===== src/rtl/neopixel_rx_pkg.sv =====
`default_nettype none
// ============================================================================
// Module      : neopixel_rx_pkg
// Description : Shared state encoding and default WS2812 timing constants
//               (in 50 MHz cycles) for the NeoPixel receive monitor.
// Revision    : 1.0 - initial release
// ============================================================================
package neopixel_rx_pkg;

    typedef enum logic [1:0] {
        SYNC = 2'd0,
        IDLE = 2'd1,
        HIGH = 2'd2,
        LOW  = 2'd3
    } rx_state_t;

    localparam int c_num_npx      = 17;
    localparam int c_bit_thresh   = 27;
    localparam int c_min_high     = 8;
    localparam int c_max_high     = 60;
    localparam int c_latch_cycles = 1000;
    localparam int c_word_bits    = 24;

    // Nominal transmitter widths, shared with the transmit-side bench.
    localparam int c_t1h    = 36;
    localparam int c_t1l    = 31;
    localparam int c_t0h    = 19;
    localparam int c_t0l    = 41;
    localparam int c_tlatch = 2500;

endpackage
`default_nettype wire


===== src/rtl/neopixel_rx_sync.sv =====
`default_nettype none
// ============================================================================
// Module      : neopixel_rx_sync
// Description : Two-flop synchronizer for the asynchronous data line plus a
//               registered copy, giving level, rise and fall indications.
// Revision    : 1.0 - initial release
// ============================================================================
module neopixel_rx_sync (
    input  logic clk,
    input  logic rst,
    input  logic i_data,
    output logic o_level,
    output logic o_rise,
    output logic o_fall
);

    logic sync1_q, sync1_d;
    logic sync2_q, sync2_d;
    logic prev_q,  prev_d;

    always_comb begin
        sync1_d = i_data;
        sync2_d = sync1_q;
        prev_d  = sync2_q;
    end

    always_ff @(posedge clk) begin
        if (rst) begin
            sync1_q <= 1'b0;
            sync2_q <= 1'b0;
            prev_q  <= 1'b0;
        end else begin
            sync1_q <= sync1_d;
            sync2_q <= sync2_d;
            prev_q  <= prev_d;
        end
    end

    assign o_level = sync2_q;
    assign o_rise  = sync2_q & ~prev_q;
    assign o_fall  = ~sync2_q & prev_q;

endmodule
`default_nettype wire


===== src/rtl/neopixel_rx_monitor.sv =====
`default_nettype none
// ============================================================================
// Module      : neopixel_rx_monitor
// Description : WS2812 receiver; classifies bits by high-pulse width, builds
//               24-bit GRB words, reports pixels and frame ends at latch gaps.
// Revision    : 1.0 - initial release
// ============================================================================
module neopixel_rx_monitor
    import neopixel_rx_pkg::*;
#(
    parameter int NUM_NPX      = c_num_npx,
    parameter int BIT_THRESH   = c_bit_thresh,
    parameter int MIN_HIGH     = c_min_high,
    parameter int MAX_HIGH     = c_max_high,
    parameter int LATCH_CYCLES = c_latch_cycles
) (
    input  logic                         CLOCK_50,
    input  logic                         reset,
    input  logic                         neopixel_data,
    output logic [7:0]                   green,
    output logic [7:0]                   red,
    output logic [7:0]                   blue,
    output logic [$clog2(NUM_NPX)-1:0]   pixel,
    output logic                         pixel_valid,
    output logic                         frame_done,
    output logic [$clog2(NUM_NPX+1)-1:0] pixel_count,
    output logic                         error
);

    localparam int c_cnt_w = $clog2(LATCH_CYCLES + 1);
    localparam int c_pix_w = $clog2(NUM_NPX);
    localparam int c_idx_w = $clog2(NUM_NPX + 1);

    localparam logic [c_cnt_w-1:0] c_cnt_one    = c_cnt_w'(1);
    localparam logic [c_cnt_w-1:0] c_cnt_latch  = c_cnt_w'(LATCH_CYCLES);
    localparam logic [c_cnt_w-1:0] c_cnt_thresh = c_cnt_w'(BIT_THRESH);
    localparam logic [c_cnt_w-1:0] c_cnt_minh   = c_cnt_w'(MIN_HIGH);
    localparam logic [c_cnt_w-1:0] c_cnt_maxh   = c_cnt_w'(MAX_HIGH);
    localparam logic [c_idx_w-1:0] c_idx_one    = c_idx_w'(1);
    localparam logic [c_idx_w-1:0] c_idx_full   = c_idx_w'(NUM_NPX);
    localparam logic [4:0]         c_bit_last   = 5'(c_word_bits - 1);

    logic w_level, w_rise, w_fall;

    neopixel_rx_sync u_sync (
        .clk     (CLOCK_50),
        .rst     (reset),
        .i_data  (neopixel_data),
        .o_level (w_level),
        .o_rise  (w_rise),
        .o_fall  (w_fall)
    );

    rx_state_t            state_q, state_d;
    logic [c_cnt_w-1:0]   count_q, count_d;
    logic [4:0]           bits_q,  bits_d;
    logic [c_idx_w-1:0]   idx_q,   idx_d;
    logic [22:0]          shift_q, shift_d;

    // Event stage between the FSM and the output registers.
    logic                 ev_pix_q,   ev_pix_d;
    logic                 ev_frame_q, ev_frame_d;
    logic                 ev_err_q,   ev_err_d;
    logic [23:0]          ev_word_q,  ev_word_d;
    logic [c_pix_w-1:0]   ev_idx_q,   ev_idx_d;
    logic [c_idx_w-1:0]   ev_cnt_q,   ev_cnt_d;

    logic [7:0]           green_q, green_d;
    logic [7:0]           red_q,   red_d;
    logic [7:0]           blue_q,  blue_d;
    logic [c_pix_w-1:0]   pixel_q, pixel_d;
    logic                 pixel_valid_q, pixel_valid_d;
    logic                 frame_done_q,  frame_done_d;
    logic [c_idx_w-1:0]   pixel_count_q, pixel_count_d;
    logic                 error_q, error_d;

    logic                 w_bit;
    logic [23:0]          w_word;
    logic                 w_latch;

    always_comb begin
        w_bit   = (count_q >= c_cnt_thresh);
        w_word  = {shift_q, w_bit};

        if (w_rise || w_fall) begin
            count_d = c_cnt_one;
        end else if (count_q != c_cnt_latch) begin
            count_d = count_q + c_cnt_one;
        end else begin
            count_d = count_q;
        end

        // count_d includes the sample currently seen, so this fires on the
        // LATCH_CYCLES-th consecutive low sample.
        w_latch = !w_level && (count_d == c_cnt_latch);
    end

    always_comb begin
        state_d    = state_q;
        bits_d     = bits_q;
        idx_d      = idx_q;
        shift_d    = shift_q;
        ev_pix_d   = 1'b0;
        ev_frame_d = 1'b0;
        ev_err_d   = 1'b0;
        ev_word_d  = ev_word_q;
        ev_idx_d   = ev_idx_q;
        ev_cnt_d   = ev_cnt_q;

        case (state_q)
            SYNC: begin
                if (w_latch) begin
                    state_d = IDLE;
                    bits_d  = 5'd0;
                    idx_d   = '0;
                end
            end
            IDLE: begin
                if (w_rise) begin
                    state_d = HIGH;
                end
            end
            HIGH: begin
                if (w_fall) begin
                    if (count_q < c_cnt_minh) begin
                        ev_err_d = 1'b1;
                        state_d  = SYNC;
                    end else begin
                        shift_d = w_word[22:0];
                        state_d = LOW;
                        if (bits_q == c_bit_last) begin
                            bits_d = 5'd0;
                            if (idx_q == c_idx_full) begin
                                ev_err_d = 1'b1;
                                state_d  = SYNC;
                            end else begin
                                ev_pix_d  = 1'b1;
                                ev_word_d = w_word;
                                ev_idx_d  = idx_q[c_pix_w-1:0];
                                idx_d     = idx_q + c_idx_one;
                            end
                        end else begin
                            bits_d = bits_q + 5'd1;
                        end
                    end
                end else if (count_q == c_cnt_maxh) begin
                    ev_err_d = 1'b1;
                    state_d  = SYNC;
                end
            end
            LOW: begin
                if (w_rise) begin
                    state_d = HIGH;
                end else if (w_latch) begin
                    if (bits_q != 5'd0) begin
                        ev_err_d = 1'b1;
                    end else if (idx_q != '0) begin
                        ev_frame_d = 1'b1;
                        ev_cnt_d   = idx_q;
                    end
                    state_d = IDLE;
                    bits_d  = 5'd0;
                    idx_d   = '0;
                end
            end
            default: begin
                state_d = SYNC;
            end
        endcase
    end

    always_comb begin
        pixel_valid_d = ev_pix_q;
        frame_done_d  = ev_frame_q;
        error_d       = ev_err_q;
        green_d       = green_q;
        red_d         = red_q;
        blue_d        = blue_q;
        pixel_d       = pixel_q;
        pixel_count_d = pixel_count_q;
        if (ev_pix_q) begin
            green_d = ev_word_q[23:16];
            red_d   = ev_word_q[15:8];
            blue_d  = ev_word_q[7:0];
            pixel_d = ev_idx_q;
        end
        if (ev_frame_q) begin
            pixel_count_d = ev_cnt_q;
        end
    end

    always_ff @(posedge CLOCK_50) begin
        if (reset) begin
            state_q       <= SYNC;
            count_q       <= '0;
            bits_q        <= 5'd0;
            idx_q         <= '0;
            shift_q       <= '0;
            ev_pix_q      <= 1'b0;
            ev_frame_q    <= 1'b0;
            ev_err_q      <= 1'b0;
            ev_word_q     <= '0;
            ev_idx_q      <= '0;
            ev_cnt_q      <= '0;
            green_q       <= '0;
            red_q         <= '0;
            blue_q        <= '0;
            pixel_q       <= '0;
            pixel_valid_q <= 1'b0;
            frame_done_q  <= 1'b0;
            pixel_count_q <= '0;
            error_q       <= 1'b0;
        end else begin
            state_q       <= state_d;
            count_q       <= count_d;
            bits_q        <= bits_d;
            idx_q         <= idx_d;
            shift_q       <= shift_d;
            ev_pix_q      <= ev_pix_d;
            ev_frame_q    <= ev_frame_d;
            ev_err_q      <= ev_err_d;
            ev_word_q     <= ev_word_d;
            ev_idx_q      <= ev_idx_d;
            ev_cnt_q      <= ev_cnt_d;
            green_q       <= green_d;
            red_q         <= red_d;
            blue_q        <= blue_d;
            pixel_q       <= pixel_d;
            pixel_valid_q <= pixel_valid_d;
            frame_done_q  <= frame_done_d;
            pixel_count_q <= pixel_count_d;
            error_q       <= error_d;
        end
    end

    assign green       = green_q;
    assign red         = red_q;
    assign blue        = blue_q;
    assign pixel       = pixel_q;
    assign pixel_valid = pixel_valid_q;
    assign frame_done  = frame_done_q;
    assign pixel_count = pixel_count_q;
    assign error       = error_q;

endmodule
`default_nettype wire


===== config.mk =====
export PLATFORM = sky130hd
export DESIGN_NAME = neopixel_rx_monitor
export DESIGN_NICKNAME = d
export VERILOG_FILES = /design/src/rtl/neopixel_rx_pkg.sv /design/src/rtl/neopixel_rx_sync.sv /design/src/rtl/neopixel_rx_monitor.sv
export SDC_FILE = /design/constraint.sdc
export NUM_CORES = 1
export LEC_CHECK = 0
export ABC_CLOCK_PERIOD_IN_PS = 2950
export CAP_MARGIN = 20
export CORE_UTILIZATION = 45
export CTS_CLUSTER_DIAMETER = 150
export CTS_CLUSTER_SIZE = 40
export DETAILED_ROUTE_END_ITERATION = 8
export HOLD_SLACK_MARGIN = 0.03
export SKIP_CTS_REPAIR_TIMING = 1
export SLEW_MARGIN = 10
export SYNTH_ARGS = -nofsm -noshare
export SYNTH_HDL_FRONTEND = slang
export SYNTH_SLANG_ARGS = --single-unit

===== constraint.sdc =====
create_clock -name CLOCK_50 -period 2.95 [get_ports CLOCK_50]
set_clock_uncertainty 0.05 [all_clocks]
set_input_delay 0.885 -clock CLOCK_50 [delete_from_list [all_inputs] [get_ports CLOCK_50]]
set_output_delay 0.885 -clock CLOCK_50 [all_outputs]
set_load 0.01 [all_outputs]

==> impl_metrics.json, run 1 <==
{
  "status": "finished, final reports clean",
  "grt_overflow": 0,
  "io-pin-count": 40,
  "final_cell_area_um2": 5998,
  "n_antenna_cell": 0,
  "crit_arrival_ps": 3020,
  "critPathCaptureType": "register",
  "synth-seq-cells": 122,
  "clk_pin_slew_ps": 60,
  "area_delta_synth_final_pct": 22.51,
  "worst-path-buf-inv": 1,
  "start_kind": "register",
  "yosysWarnings": 0,
  "wl_um": 9924,
  "total_leakage_power_nw": 1.997,
  "power_frac_comb": 0.017,
  "cts_tree": "yes",
  "numCtsBuffers": 17,
  "seq_power_share": 0.423,
  "tightest_slew_ps": 927.9,
  "cts_root_buf": "clkbuf_8",
  "grt_max_degree": 87,
  "clock_tree.buffer_depth": 2,
  "path_cells": "inv_1 -> ha_1 -> or4b_2 -> a311oi_1 -> a21boi_0 -> nor4b_4 -> mux2i_1 -> nor2_1",
  "post_synth.cell_area_avg_um2": 8.620,
  "switching_share": 0.2187,
  "grt_pass1_wl_um": 17120,
  "vias": 3920,
  "p_sw_mw": 0.8595,
  "synth-async-reset-ratio": 0,
  "first_global_vias": 3664,
  "instances_no_fill": 745,
  "synth_top_area_frac": 0.4988,
  "clock_sinks": 122,
  "initial_core_util": 0.4700,
  "p_int_mw": 3.070,
  "wl_per_cell_um": 13.32,
  "placed_cell_area_um2": 5371,
  "crit_fanout": 5,
  "max_freq_ghz": 0.3718,
  "cp_top_family": "simple AND/OR/NAND/NOR gates",
  "maxSlewViolCount": 0,
  "crit_required_ps": 3280,
  "synthFlopType": "dfxtp_1",
  "clkLatencyLatePin_ps": 500,
  "num_rows": 37,
  "final_antenna_net_count": 0,
  "syn_nets": 580,
  "post-route-period-util": 0.9117,
  "synth_area_um2": 4896,
  "hpwlAfterDp_um": 6373,
  "criticalPathCategory": "register to register",
  "gp_congestion": 0.7916,
  "finalSetupViolCount": 0,
  "clockPowerShare": 0.560,
  "dieWidth_um": 106.3,
  "power.density_nw_per_um2": 655.1,
  "syn_inst": 568,
  "cpPeakStageDelay_ps": 610,
  "io_buffers": 39,
  "tns_ps": 0,
  "slowest_stage": "or4b_2",
  "hold_path.class": "register to register",
  "grt_util_all_layers": 0.1906,
  "antenna_found_initial": 0,
  "yosysTopAreaCell": "dfxtp_1",
  "vdd_drop_max_v": 0.0003833,
  "ctsHtreeMaxLevel": 4,
  "drive_gt1_frac": 0.07882,
  "vias_per_cell": 5.262,
  "firstDrtPassIters": 4,
  "yosysUniqueCellTypes": 53,
  "relSlewSlack": 0.3814,
  "placed_cells": 713,
  "synth-edff-count": 0,
  "die_h_um": 106.3,
  "hold_violations": 0,
  "route.detailed.drc": 0,
  "fin_nets": 608,
  "rsz0062_at_grt": "no",
  "core_um2": 10420,
  "drt_iter0_drc": 197,
  "fin_crit_ps": 2690,
  "synth_area_leaders": "dfxtp_1 50%, nand2_1 9.2%, mux2i_1 8.0%",
  "drv_cap": 0,
  "yosysSeqAreaShare": 0.4988,
  "die_area_um2": 11300
}
[worst reg2reg max path: stages, from the launching register on]
cell and delay [ps]:
dfxtp_1 340, inv_1 80, ha_1 140, or4b_2 610, a311oi_1 300, a21boi_0 230
nor4b_4 490, mux2i_1 280, nor2_1 60
[cell type report]
class                           count  area (um^2)
Clock buffer                       18        417.9
Clock inverter                     14        209.0
Fill cell                         950         4418
Inverter                           14        52.55
Multi-Input combinational cell    395         2252
Sequential cell                   122         2444
Tap cell                          136        170.2
Timing Repair Buffer               46        452.9
[cells by family (layout without fill, tap and decap cells)]
| kind of cell | Yosys count | count (layout) | share of synthesized area |
|---|---|---|---|
| compound gates | 97 | 97 | 0.1194 |
| xor+xnor | 7 | 7 | 0.01252 |
| fa+ha+maj | 9 | 9 | 0.02300 |
| buf+inv | 51 | 92 | 0.04166 |
| flops | 122 | 122 | 0.4988 |
| mux | 39 | 39 | 0.07973 |
| simple gates | 243 | 243 | 0.2249 |
[registers in the layout, summed over array words and instances, names as in the netlist, 8 cells and up]
signal,flops
blue,8
count_q,10
ev_word_q,24
green,8
red,8
shift_q,23
[final timing paths]
kind	start	to	slack (ps)	cells after the start
max	bits_q[0]$_SDFFE_PP0P_	ev_cnt_q[3]$_SDFFE_PP0P_	260	8
max reg2reg	bits_q[0]$_SDFFE_PP0P_	ev_cnt_q[3]$_SDFFE_PP0P_	260	8
min	u_sync.sync1_q$_SDFF_PP0_	u_sync.o_level$_SDFF_PP0_	400	1
min reg2reg	u_sync.sync1_q$_SDFF_PP0_	u_sync.o_level$_SDFF_PP0_	400	1
[metrics by stage]
| stage | worst slack (ps) | total power [mW] | hold WS, ps | util |
|---|---|---|---|---|
| after floorplan | 420.1 | 1.747 | 363.8 | - |
| after global placement | 366.0 | 1.764 | 374.8 | 0.5157 |
| after detailed placement | 275.6 | 1.764 | 376.5 | 0.5157 |
| after CTS | 221.2 | 3.973 | 407.2 | 0.5759 |
| after global routing | 68.32 | 4.061 | 419.2 | 0.5759 |
| final | 260.5 | 3.929 | 395.1 | 0.5759 |
[layout by cell type, fill, tap and decap left out, types with 2 or more instances in the layout]
cell	instances
a31oi_1	8
nor3_1	7
ha_1	9
nand2b_1	3
bufinv_16	4
clkdlybuf4s50_1	38
inv_1	14
a22o_1	2
o2111ai_1	3
buf_4	7
nand2_1	120
nor2b_1	7
dfxtp_1	121
xor2_1	4
clkinv_4	2
o21ai_0	5
nand3b_1	2
o21ba_2	2
nand4_1	3
a311oi_1	2
nand3_1	12
a21boi_0	2
clkbuf_16	16
or3_1	4
inv_6	6
mux2i_1	39
or4_1	3
and2_1	3
a2bb2oi_1	2
nor3b_1	2
nor2_1	64
a21oi_1	60
xnor2_1	3
and4b_1	2
[routing by layer]
| metal | vias to the layer above | GRT usage | routed length, um |
|---|---|---|---|
| li1 | 1988 | - | - |
| met2 | 76 | 0.3057 | 4577 |
| met3 | 21 | 0.04844 | 330 |
| met5 | - | 0 | 0 |
| met4 | 0 | 0.07837 | 195 |
| met1 | 1835 | 0.2438 | 4820 |
[power by group through the flow]
stage / Clock [mW] / Sequential, mW / Combinational (mW)
floorplan: 0 / 1.69 / 0.0551
global placement: 0 / 1.70 / 0.0672
detailed placement: 0 / 1.70 / 0.0669
CTS: 2.25 / 1.66 / 0.0673
global route: 2.32 / 1.66 / 0.0752
finish: 2.20 / 1.66 / 0.0666
[synthesized netlist by cell type, types with 2 or more instances]
cell / n
o21ai_0: 5
nand2b_1: 3
o2111ai_1: 3
nand2_1: 120
inv_1: 14
or4_1: 3
a22o_1: 2
a311oi_1: 2
a21boi_0: 2
nor2_1: 65
dfxtp_1: 122
or3_1: 4
and2_1: 3
nand3_1: 12
ha_1: 9
buf_1: 5
xnor2_1: 3
buf_2: 7
nand3b_1: 2
o21ba_2: 2
nor2b_1: 7
nand4_1: 3
nor3_1: 7
a31oi_1: 8
a21oi_1: 60
and4b_1: 2
a2bb2oi_1: 2
xor2_1: 4
nor3b_1: 2
clkbuf_1: 24
mux2i_1: 39
(Power assumes the default switching activity.)
==> inputs of run 2 (changes only) <==
--- a/config.mk
+++ b/config.mk
@@ -17,3 +17,4 @@
 export SYNTH_ARGS = -nofsm -noshare
 export SYNTH_HDL_FRONTEND = slang
 export SYNTH_SLANG_ARGS = --single-unit
+export TNS_END_PERCENT = 10
==> results of run 2 <==
The final DEF is identical to that of run 1; final timing and power are the same.
